[src/rtl/jesd_buf_pkg.sv]
// Sizing helpers shared by the elastic buffer and its pointer counters.
package jesd_buf_pkg;

    // Width needed to hold an occupancy of 0..depth.
    function automatic int lvl_w(input int depth);
        return $clog2(depth + 1);
    endfunction

    // Pointer width; a single-entry buffer still gets a 1-bit pointer.
    function automatic int ptr_w(input int depth);
        return (depth <= 1) ? 1 : $clog2(depth);
    endfunction

endpackage

[src/rtl/elastic_buffer_ptr.sv]
// Circular pointer that wraps at DEPTH-1, so any DEPTH (not just 2^n) works.
module buf_ptr
    import jesd_buf_pkg::*;
#(
    parameter int DEPTH = 4,
    parameter int PW    = ptr_w(DEPTH)
) (
    input  logic          clk,
    input  logic          rst,
    input  logic          clr,
    input  logic          inc,
    output logic [PW-1:0] ptr
);

    // Advance on inc, wrapping explicitly at the last entry.
    always_ff @(posedge clk) begin
        if (rst || clr)
            ptr <= '0;
        else if (inc)
            ptr <= (ptr == PW'(DEPTH - 1)) ? '0 : ptr + 1'b1;
    end

endmodule

[src/rtl/elastic_buffer.sv]
// DEPTH-entry valid/ready elastic buffer with optional empty-buffer bypass,
// synchronous flush and a registered occupancy output.
module elastic_buffer
    import jesd_buf_pkg::*;
#(
    parameter int W        = 16,
    parameter int DEPTH    = 4,
    parameter int FALLTHRU = 1,
    parameter int LW       = lvl_w(DEPTH)
) (
    input  logic          clk,
    input  logic          rst,
    input  logic          flush,
    input  logic          upstream_val,
    output logic          upstream_rdy,
    input  logic [W-1:0]  upstream_dat,
    output logic          downstream_val,
    input  logic          downstream_rdy,
    output logic [W-1:0]  downstream_dat,
    output logic [LW-1:0] level
);

    localparam int PW = ptr_w(DEPTH);

    logic [W-1:0]  mem [DEPTH];
    logic [LW-1:0] count;
    logic [PW-1:0] rd_ptr, wr_ptr;
    logic          live, full, empty;
    logic          up_xfer, dn_xfer, bypass, push, pop;

    assign live  = !rst && !flush;
    assign full  = (count == LW'(DEPTH));
    assign empty = (count == '0);

    // A full buffer may still accept when its head leaves in the same cycle.
    assign upstream_rdy = live && (!full || downstream_rdy);

    generate
        if (FALLTHRU != 0) begin : g_ft
            // Empty buffer presents the incoming beat directly.
            assign downstream_val = live && (!empty || upstream_val);
            assign downstream_dat = empty ? upstream_dat : mem[rd_ptr];
            assign bypass         = empty && up_xfer && dn_xfer;
        end else begin : g_reg
            // Output comes only from storage: no upstream-to-downstream comb path.
            assign downstream_val = live && !empty;
            assign downstream_dat = mem[rd_ptr];
            assign bypass         = 1'b0;
        end
    endgenerate

    assign up_xfer = upstream_val && upstream_rdy;
    assign dn_xfer = downstream_val && downstream_rdy;
    assign push    = up_xfer && !bypass;
    assign pop     = dn_xfer && !empty;
    assign level   = count;

    buf_ptr #(.DEPTH(DEPTH), .PW(PW)) u_rd_ptr (
        .clk (clk), .rst (rst), .clr (flush), .inc (pop),  .ptr (rd_ptr)
    );

    buf_ptr #(.DEPTH(DEPTH), .PW(PW)) u_wr_ptr (
        .clk (clk), .rst (rst), .clr (flush), .inc (push), .ptr (wr_ptr)
    );

    // Occupancy: +1 on push only, -1 on pop only, held otherwise.
    always_ff @(posedge clk) begin
        if (rst || flush)
            count <= '0;
        else if (push && !pop)
            count <= count + 1'b1;
        else if (pop && !push)
            count <= count - 1'b1;
    end

    // Storage write; reset clears contents, flush leaves them stale.
    always_ff @(posedge clk) begin
        if (rst) begin
            for (int i = 0; i < DEPTH; i++)
                mem[i] <= '0;
        end else if (push) begin
            mem[wr_ptr] <= upstream_dat;
        end
    end

endmodule
[config.mk]
export PLATFORM = sky130hd
export DESIGN_NAME = elastic_buffer
export DESIGN_NICKNAME = d
export VERILOG_FILES = /design/src/rtl/jesd_buf_pkg.sv /design/src/rtl/elastic_buffer_ptr.sv /design/src/rtl/elastic_buffer.sv
export SDC_FILE = /design/constraint.sdc
export NUM_CORES = 1
export LEC_CHECK = 0
export ABC_CLOCK_PERIOD_IN_PS = 2750
export CELL_PAD_IN_SITES_DETAIL_PLACEMENT = 1
export CELL_PAD_IN_SITES_GLOBAL_PLACEMENT = 1
export CORE_AREA = 2 2 95 97
export CTS_CLUSTER_DIAMETER = 60
export CTS_CLUSTER_SIZE = 14
export DETAILED_ROUTE_END_ITERATION = 6
export DIE_AREA = 0 0 97 99
export PLACE_DENSITY_LB_ADDON = 0.08
export SLEW_MARGIN = 5
export SYNTH_ARGS = -nofsm -noshare
export SYNTH_HDL_FRONTEND = slang
export SYNTH_SLANG_ARGS = --single-unit
[constraint.sdc]
create_clock -name clk -period 2.75 [get_ports clk]
set_input_delay 0.55 -clock clk [delete_from_list [all_inputs] [get_ports clk]]
set_output_delay 0.55 -clock clk [all_outputs]
set_load 0.01 [all_outputs]
==> results of run 1 <==
## repair_timing
action                     4_1_cts  5_1_grt
setup buffers                    0        3
gates cloned                     0        1
setup endpoints to repair        4       13
gates resized for setup          4        6
## stage by stage
stage | hold slack (ns) | cell area [um^2] | worst slack (ns)
after global routing | 0.5219 | 4394 | 0.001603
after floorplan | 0.4634 | 3369 | 0.1669
final | 0.4904 | 4394 | 0.06874
after CTS | 0.5027 | 4332 | 0.002360
after detailed placement | 0.4877 | 4066 | 0.01384
after global placement | 0.4808 | 4066 | 0.08686
## registers in the layout, indices dropped and copies added (netlist names), named ones only
register / count
u_wr_ptr.ptr: 2
mem: 64
u_rd_ptr.ptr: 2
level: 3
## area by class of cell
type | count | area (um^2) | share of cell area (%)
Clock buffer | 9 | 123.9 | 2.819
Clock inverter | 7 | 141.4 | 3.218
Inverter | 4 | 15.01 | 0.3417
Multi-Input combinational cell | 155 | 1189 | 27.05
Sequential cell | 73 | 2107 | 47.95
Tap cell | 108 | 135.1 | 3.075
Timing Repair Buffer | 67 | 683.2 | 15.55
## synthesized netlist by cell type, types with 4 or more instances
cell and number:
o21bai_1 4, buf_2 6, nand2_1 18, clkbuf_1 4
inv_1 4, nor2_1 70, mux4_2 16, edfxtp_1 64
mux2_2 16, dfxtp_1 9
## cells by family after synthesis
logic type / Yosys count
compound gates: 16
xor+xnor: 3
fa+ha+maj: 4
buf+inv: 17
flops: 73
mux: 35
simple gates: 97
## critical path, stage by stage (launching register included)
cell and delay [ns]:
dfxtp_4 0.39, buf_12 0.15, mux4_2 0.51, mux2_2 0.27, clkdlybuf4s50_1 0.47
## per-layer routing
layer | part of all wire [%] | wire [um] | vias up
met3 | 3.4 | 267 | 16
met4 | 2.0 | 159 | 0
met5 | 0 | 0 | -
met1 | 47 | 3723 | 1103
li1 | - | - | 1024
met2 | 47 | 3734 | 51
## where the power goes
group	internal [mW]	switching (mW)	leakage, nW
registers	1.24	0.0132	0.738
clock network	0.697	0.417	0.131
logic	0.132	0.121	0.732
## final timing paths
path / to / slack, ns / start
worst max register to register: level[2]$_SDFFE_PP0P_ / 0.55 / level[2]$_SDFFE_PP0P_
worst min-delay path: register / 0.49 / u_rd_ptr.ptr[0]$_SDFFE_PP0P_
worst min register to register: register / 0.49 / u_rd_ptr.ptr[0]$_SDFFE_PP0P_
worst max-delay path: downstream_dat[6] / 0.07 / register
==> summary.md, run 1 <==
| Metric | Value |
|---|---|
| Status | complete, no violations |
| Num Clock Sinks | 73 |
| Synth Warn # | 0 |
| Main combinational cell family by area after synthesis | multiplexers |
| Worst Hold Class | reg -> reg |
| Clk_skew | 0.009756 ns |
| Crit Path Class | reg -> out |
| Worst-path fanout max | 8 |
| Synth Instances | 245 |
| Vias in the first global route | 2323 |
| Number of fill cells in the layout | 885 |
| Routed WL | 7.884 mm |
| Routability congestion estimate | 0.7109 |
| Max-cap viol count | 0 |
| CP required | 2.20 ns |
| CTS buffer count | 9 |
| Final count of pins violating max slew | 0 |
| Initial Utilization | 39.41% |
| FP Rows | 34 |
| Area delta synth->final | 30.41% |
| Min Tclk post-route | 2.681 ns |
| Setup violators final | 0 |
| Critical Path End Type | primary output |
| Post-Synth Adder-Cell Area | 1.708% |
| Final HPWL DP | 4.936 mm |
| First-pass GRT wire length | 12.78 mm |
| Drt first pass iters | 4 |
| Yosys top cell area share | 57.04% |
| Fmax achieved | 373.0 MHz |
| Complex-gate fraction of the synthesized area | 4.010% |
| Commonest non-fill, non-tap cell in the layout | nor2_1 |
| Clk_lat worst skew | 0.34 ns |
| Routed WL per cell | 18.64 um |
| Fin. Hold Viols | 0 |
| Die height | 99 um |
| CTS Root Cell | clkbuf_8 |
| Worst reg2reg path depth | 9 |
| Final Power | 2.622 mW |
| Final #Nets | 335 |
| Yosys reg bits | 73 |
| Share of cells above drive strength 1 | 26.67% |
| Pwr per Cell Area | 596.6 nW/um^2 |
| Vias per Instance | 5.187 |
| Post-Place Cells | 403 |
| Period utilization | 97.50% |
| Die W | 97 um |
| M2 GR Usage | 28.69% |
| Total GRT Usage | 17.50% |
| N_diodes | 0 |
| Maximum VDD drop | 289.7 uV |
| Cell accounting for the most synthesized area | edfxtp_1 |
| Top FF cell, synth | edfxtp_1 |
| Global Route met1 Usage | 24.31% |
| Die area | 9603 um^2 |
| Sequential element share of the synthesized area | 62.38% |
| XOR/XNOR Fraction of Synth Area | 1.003% |
| Synth area leaders | edfxtp_1, mux4_2, nor2_1, dfxtp_1, mux2_2 |
| RSZ-0062 raised after global routing | no |
| Slew @ Worst Pin | 0.3564 ns |
| Async set or reset register ratio after synthesis | 0% |
| Slew HR | 76.21% |
| Mux cell area share after synthesis | 16.93% |
| Gr ovfl total | 0 |
| Post-synth EDFFs | 64 |
| Mean Syn Cell Area | 13.75 um^2 |
| Post-layout util | 51.39% |
| # DRC | 0 |
| Commonest cells after routing, fill and taps aside | nor2_1, edfxtp_1, clkdlybuf4s50_1, buf_4, nand2_1 |
| Non-filler cells, final | 423 |
| Clock tree from TritonCTS | yes |
| Post-Syn Area | 3369 um^2 |
| Port bufs | 41 |
| Leakage | 1.601 nW |
| Largest net degree at the start of global routing | 20 |
| Clock slew at reported path FFs | 0.08 ns |
| GRT busiest layer | met2 |
| Routed Antenna Nets | 0 |
| Synth cell types | 29 |
| Net Count, Synth | 270 |
| Setup TNS Final | 0 ns |
| Post-synthesis simple-gate area fraction | 11.62% |
| Initial DRC Count | 152 |
| Initial antenna violation count | 0 |
| Vias | 2194 |
| # IOs | 42 |
| Clk buf depth | 2 |
| Core Footprint | 8551 um^2 |
| Cts hold-fix bufs | 0 |
| Startpoint types | register |
| H-tree lvl count | 3 |
| Hold-critical path depth | 2 |
| Met3 usage | 2.340% |
| Worst path arrival time | 2.13 ns |
(Power assumes the default switching activity.)
==> run 2: changes to the inputs <==
ABC_CLOCK_PERIOD_IN_PS = 2800   (was 2750)
SLEW_MARGIN = 10   (was 5)
clock period = 2.8 ns   (was 2.75 ns; I/O delays follow)
==> summary.md, run 2 (same netlist as run 1, synthesis figures left out) <==
| Metric | Value |
|---|---|
| Status | complete, no violations |
| Reg2reg setup slack | 0.43 ns |
| Clk_lat worst skew | 0.34 ns |
| Sw Share | 21.88% |
| Setup violators final | 0 |
| Share of cells above drive strength 1 | 25.72% |
| Period utilization | 96.80% |
| Post-layout util | 50.28% |
| Routed WL per cell | 19.78 um |
| Num Clock Sinks | 73 |
| Commonest non-fill, non-tap cell in the layout | nor2_1 |
| Fin. Hold Viols | 0 |
| H-tree lvl count | 3 |
| Worst-path fanout max | 7 |
| Vias per Instance | 5.200 |
| Worst Hold Class | reg -> reg |
| N_diodes | 0 |
| CTS buffer count | 9 |
| Drt first pass iters | 4 |
| Core Footprint | 8551 um^2 |
| Worst path arrival time | 2.15 ns |
| Comb pwr share | 10.5% |
| Routability congestion estimate | 0.6943 |
| Non-filler cells, final | 419 |
| Final count of pins violating max slew | 0 |
| Initial DRC Count | 86 |
| RSZ-0062 raised after global routing | no |
| Area delta synth->final | 27.59% |
| Maximum VDD drop | 240.3 uV |
| Routed Antenna Nets | 0 |
| Startpoint types | register |
| Leakage | 1.556 nW |
| Largest net degree at the start of global routing | 20 |
| Worst reg2reg path depth | 8 |
| Slew @ Worst Pin | 0.4529 ns |
| Slew HR | 69.55% |
| # DRC | 0 |
| FP Rows | 34 |
| Setup TNS Final | 0 ns |
| Worst r2r dst | level[2]$_SDFFE_PP0P_ |
| Die area | 9603 um^2 |
| Vias in the first global route | 2439 |
| Die W | 97 um |
| Routed WL | 8.289 mm |
| Clock tree from TritonCTS | yes |
| First-pass GRT wire length | 13.43 mm |
| CTS Root Cell | clkbuf_8 |
| Max-cap viol count | 0 |
| Max reg flops | 64 |
| Internal power | 1.846 mW |
| Initial Utilization | 39.41% |
| Initial antenna violation count | 0 |
| Clk buf depth | 2 |
| Critical path startpoint | level[0]$_SDFFE_PP0P_ |
| Register with the most flip-flops | mem |
| Final #Nets | 331 |
| Crit Path Class | reg -> out |
| Psw | 0.5173 mW |
| Post-Place Cells | 401 |
| Vias | 2179 |
| Clk_skew | 0.007881 ns |
| Clock slew at reported path FFs | 0.07 ns |
| Die height | 99 um |
| Reg2reg start | level[2]$_SDFFE_PP0P_ |
| Setup Fix Bufs, Post-CTS | 0 |
| Pwr per Cell Area | 549.8 nW/um^2 |
| Min Tclk post-route | 2.710 ns |
| CP required | 2.24 ns |
| Final HPWL DP | 5.119 mm |
| Hold path start | u_rd_ptr.ptr[0]$_SDFFE_PP0P_ |
| Clk pwr share | 37.3% |
| Setup crit end | downstream_dat[13] |
| Commonest cells after routing, fill and taps aside | nor2_1, edfxtp_1, clkdlybuf4s50_1, nand2_1, buf_4 |
| Port bufs | 41 |
| Fmax achieved | 368.9 MHz |
| Total GRT Usage | 18.61% |
| Critical Path End Type | primary output |
| Seq pwr share | 52.2% |
| # IOs | 42 |
| Gr ovfl total | 0 |
-- run 2: cell types whose count changed in the layout (fill, tap and decap cells not counted), sizes merged --
| cell | previous run | this run |
|---|---|---|
| buf | 25 | 20 |
| dlygate4sd2 | 3 | 0 |
| bufinv | 4 | 2 |
| clkbuf | 10 | 12 |
| clkdlybuf4s50 | 37 | 39 |
| clkinv | 2 | 4 |
| dlymetal6s2s | 1 | 2 |
| inv | 5 | 4 |
-- run 2: worst min-delay path by stage --
| stage | depth (start not counted) | endpoint |
|---|---|---|
| floorplan | 2 | register |
| global placement | 2 | u_rd_ptr.ptr[0]$_SDFFE_PP0P_ |
| detailed placement | 2 | register |
| CTS | 2 | u_rd_ptr.ptr[0]$_SDFFE_PP0P_ |
| global route | 2 | register |
| finish | 2 | register |
-- run 2: stage by stage --
stage               setup WS [ns]  power (mW)  hold WS [ns]  area (um^2)
finish                    0.08952       2.364        0.5406         4299
global route             0.001001       2.453        0.5749         4299
CTS                       0.02102       2.383        0.5340         4229
detailed placement        0.03907       1.505        0.5192         4014
global placement           0.1170       1.499        0.4903         4014
floorplan                  0.2069       1.374        0.4634         3369
-- run 2: area by class of cell --
type	instances	area, um^2
Sequential cell	73	2108
Fill cell	886	4252
Tap cell	108	135.1
Clock buffer	10	127.6
Timing Repair Buffer	63	639.4
Inverter	4	15.01
Clock inverter	6	82.58
Multi-Input combinational cell	155	1191
-- run 2: power by group through the flow --
| stage | sequential, mW | clock (mW) | combinational [mW] |
|---|---|---|---|
| 2_1_floorplan | 1.25 | 0 | 0.120 |
| 3_3_place_gp | 1.26 | 0 | 0.242 |
| 3_5_place_dp | 1.26 | 0 | 0.245 |
| 4_1_cts | 1.24 | 0.900 | 0.247 |
| 5_1_grt | 1.24 | 0.943 | 0.272 |
| 6_report | 1.23 | 0.881 | 0.249 |
-- run 2: critical path, stage by stage (launching register included) --
cell             delay (ns)
dfxtp_2                0.36
or2_4                  0.28
nor2_4                 0.18
buf_6                  0.18
mux2_2                 0.33
clkdlybuf4s50_1        0.48
-- run 2: metal layers --
| metal | vias up | routed length [um] | global-route usage, % |
|---|---|---|---|
| li1 | 1014 | - | - |
| met1 | 1104 | 3597 | 22.90 |
| met2 | 50 | 4262 | 33.01 |
| met3 | 11 | 287 | 2.837 |
| met4 | 0 | 141 | 7.476 |
| met5 | - | 0 | 0 |
-- run 2: what timing repair did --
action	4_1_cts	5_1_grt
gates resized for setup	2	8
cloned	0	2
setup endpoints to repair	10	14
hold buffers	0	0
